$ cat src/rtl/rsa_addsub.sv
// rsa_addsub: registered N-bit ripple-carry adder/subtractor, Cin=0 add, Cin=1 subtract
module rsa_addsub #(
  parameter int N = 8
) (
  input  logic         clk,
  input  logic         rst_n,
  input  logic [N-1:0] A,
  input  logic [N-1:0] B,
  input  logic         Cin,
  input  logic         in_valid,
  output logic [N-1:0] Sum,
  output logic         Cout,
  output logic         out_valid
);
  logic [N-1:0] bb, s;
  logic [N:0]   c;
  assign c[0] = Cin;
  for (genvar i = 0; i < N; i++) begin : g_fa
    assign bb[i]   = B[i] ^ Cin;
    assign s[i]    = A[i] ^ bb[i] ^ c[i];
    assign c[i+1]  = (A[i] & bb[i]) | (c[i] & (A[i] ^ bb[i]));
  end
  always_ff @(posedge clk or negedge rst_n) begin
    if (!rst_n) begin
      Sum       <= '0;
      Cout      <= 1'b0;
      out_valid <= 1'b0;
    end else begin
      out_valid <= in_valid;
      if (in_valid) begin
        Sum  <= s;
        Cout <= c[N];
      end
    end
  end
endmodule

$ cat config.mk
export PLATFORM = sky130hd
export DESIGN_NAME = rsa_addsub
export DESIGN_NICKNAME = d
export VERILOG_FILES = /design/src/rtl/rsa_addsub.sv
export SDC_FILE = /design/constraint.sdc
export NUM_CORES = 1
export LEC_CHECK = 0
export ABC_AREA = 1
export ABC_CLOCK_PERIOD_IN_PS = 800
export CAP_MARGIN = 30
export CORE_MARGIN = 8
export CORE_UTILIZATION = 35
export DETAILED_ROUTE_END_ITERATION = 10
export GPL_ROUTABILITY_DRIVEN = 0
export PLACE_DENSITY = 0.79
export SLEW_MARGIN = 40
export SYNTH_ARGS = -nofsm -noshare
export SYNTH_HDL_FRONTEND = slang
export SYNTH_SLANG_ARGS = --single-unit
export TNS_END_PERCENT = 20
$ cat constraint.sdc
create_clock -name clk -period 0.8 [get_ports clk]
set_input_delay 0.16 -clock clk [delete_from_list [all_inputs] [get_ports clk]]
set_output_delay 0.16 -clock clk [all_outputs]
set_load 0.05 [all_outputs]
==> summary.md <==
| Metric | Value |
|---|---|
| MaxCap Viol Count | 0 |
| Least-Margin Pin Slew | about 230 ps |
| H-tree levels | 1 |
| Wire per inst | 14.5 µm |
| Final Max Tran Viols | 0 |
| CTS Buf Count | 3 |
| PD cells | 2120 nW/µm² |
| Die Span X | slightly below 60 µm |
| Most frequent cells in the layout | nand2_1, clkdlybuf4s50_1, buf_12, dfrtp_1 |
| Number of global-route vias before repair | 653 |
| CTS sink cnt | 10 |
| Top Ports | 30 |
| Final setup vio count | 18 |
| IO Port Bufs | 29 |
| Die Ht | a little under 60 µm |
| Failing checks | negative setup slack |
| Drt via density | 4.38 |
| Final nets | 128 |
| Routed Antenna Nets | 0 |
| Post-synth cell types | 12 |
| RSZ-0062 raised after global routing | yes |
| Sum Neg Setup Slack | -11300 ps |
| Ratio of cells with drive above 1 in the final layout | 45.0% |
| Final Hold Fails | 0 |
| WHS | 194 ps |
| Max layer used | met4 |
| Initial drt markers | 7 |
| Worst skew pair latency | about 280 ps |
| Syn Area/Cell | approximately 10 µm² |
| Critical path class | in -> reg |
| Clk pin slew, worst setup/hold paths | 70 ps |
| Fin cells | roughly 130 |
| Sequential area share after synthesis | slightly below 40% |
| Status | complete, but fails checks |
| Gr usage total | 12.0% |
| Inst Count DP | about 120 |
| Critical Path RT | 980 ps |
| Global-route wire length before repair | approximately 3000 µm |
| Synth-to-layout area growth | 86.2% |
| Synth warnings | 0 |
| WL final | 1810 µm |
| Tcrit/Tclk final | 360% |
| Worst min path class | in -> async |
| Fmax | 347 MHz |
| Total gr overflow | 0 |
| Area post-placement | approximately 1100 µm² |
| Final setup skew | 0 ps |
| Final WS setup | -2080 ps |
| Vias | around 550 |
| Tot Pwr | about 2500 µW |
| CTS Root Cell | clkbuf_4 |
| Fin area | around 1200 µm² |
| Met2 WL post-DR | 922 µm |
| Worst-path maximum fanout | 3 |
| Largest net degree at the start of global routing | 15 |
| Mapped Area | ~640 µm² |
| Crit path arrival time | 3060 ps |
| Rows | 15 |
| Slew HR | between 80 and 90% |
| WL met3 | 147 µm |
| CTS tree | yes |
| Residual DRC | 0 |
| Max VDD drop | 1120 µV |
| Startpoint type of the worst setup path | input port |
| Post-synth net total | 89 |
| Most common cell after layout, fill and taps aside | nand2_1 |
| Lkg Pwr | 0.000560 µW |
| Mapped Cells | 62 |
| Minimum clock period | between 2000 and 3000 ps |
| Die area | 3440 µm² |
| Max Buffers Root-to-Sink | 2 |
| Antenna cells | 0 |
| # fillers | 124 |
| CP endpoint kind | flip-flop |
| First-pass DRT Iterations | 4 |
| Detailed Place HPWL | between 1000 and 1500 µm |
| Initial core utilization | 36.9% |
| Antenna violations before repair | 0 |
| Core ar. | 1730 µm² |
| Yosys reg bits | 10 |
| Length of routed wiring on met1 | 689 µm |
flip-flops by register name (all words and copies together), names as in the netlist:
register / cells
Sum: 8
Cout: 1
out_valid: 1
through the flow:
step	utilization, %	worst slack (ps)
after detailed placement	64.0	-2960
after CTS	67.8	-2370
after floorplan	-	-2280
after global routing	68.7	-2150
final	68.7	-2080
after global placement	64.0	-2890
power breakdown:
part / leakage [µW] / internal (µW) / switching, µW
Clock: 0.0000210 / 278 / 202
Combinational: 0.000418 / 660 / 652
Sequential: 0.000121 / 606 / 118
critical path: stages:
cell and delay, ps:
buf_8 100, nand2_4 60, o21a_1 150, fa_2 200
inv_2 40, fa_2 330, fa_2 350, fa_2 350
fa_2 350, fa_2 360, inv_2 70, fa_1 410
nand2_1 80, nand2_1 50
kinds of logic (layout without fill, tap and decap cells):
group / count (synthesis) / after routing / share of synthesized area [%]
simple gates: 20 / 20 / 12.2
compound gates: 6 / 6 / 8.06
xor+xnor: 7 / 7 / 9.63
fa+ha+maj: 7 / 7 / 22.0
buf+inv: 12 / 50 / 8.84
flops: 10 / 10 / 39.3
path summary, 6_finish.rpt:
check | cells past startpoint | to | start | slack, ps
setup / recovery | 14 | Sum[7] | B[0] | -2080
hold / removal | 2 | Sum[6] | rst_n | 190
max in group asynchronous | 2 | Sum[3] | rst_n | 500
min in group clk | 6 | Sum[0] | B[0] | 240
setup reg to reg | 2 | Sum[2] | Sum[2] | 90
hold reg to reg | 2 | Sum[7] | Sum[7] | 540
what timing repair did:
| action | in CTS | in global routing |
|---|---|---|
| hold buffers | 0 | 0 |
| setup endpoints to repair | 19 | 19 |
| pin swaps | 19 | 12 |
| setup buffers | 2 | 0 |
| resized for setup | 30 | 6 |
synthesized netlist by cell type:
cell type | instances | share of area [%]
buf_4 | 1 | 1.2
buf_6 | 1 | 1.8
dfrtp_1 | 10 | 39
fa_1 | 7 | 22
inv_1 | 9 | 5.3
inv_2 | 1 | 0.59
nand2_1 | 19 | 11
nand2_2 | 1 | 0.98
o21a_1 | 1 | 1.2
o21ai_2 | 5 | 6.9
xnor2_1 | 5 | 6.9
xor2_1 | 2 | 2.8
metal layers:
layer  global-route usage, %  vias up
met2                    20.9       23
li1                        -      258
met4                    6.14        0
met3                    4.57        5
met1                    12.1      261
met5                       0        -
cell type report:
| type | instances | area, µm² | area share [%] |
|---|---|---|---|
| clock buffer | 4 | 36.3 | 3.06 |
| inverter | 10 | 42.5 | 3.59 |
| multi-input combinational | 40 | 368 | 31.0 |
| sequential | 10 | 250 | 21.1 |
| tap | 25 | 31.3 | 2.64 |
| timing repair buffer | 36 | 458 | 38.6 |
(Power assumes the default switching activity.)
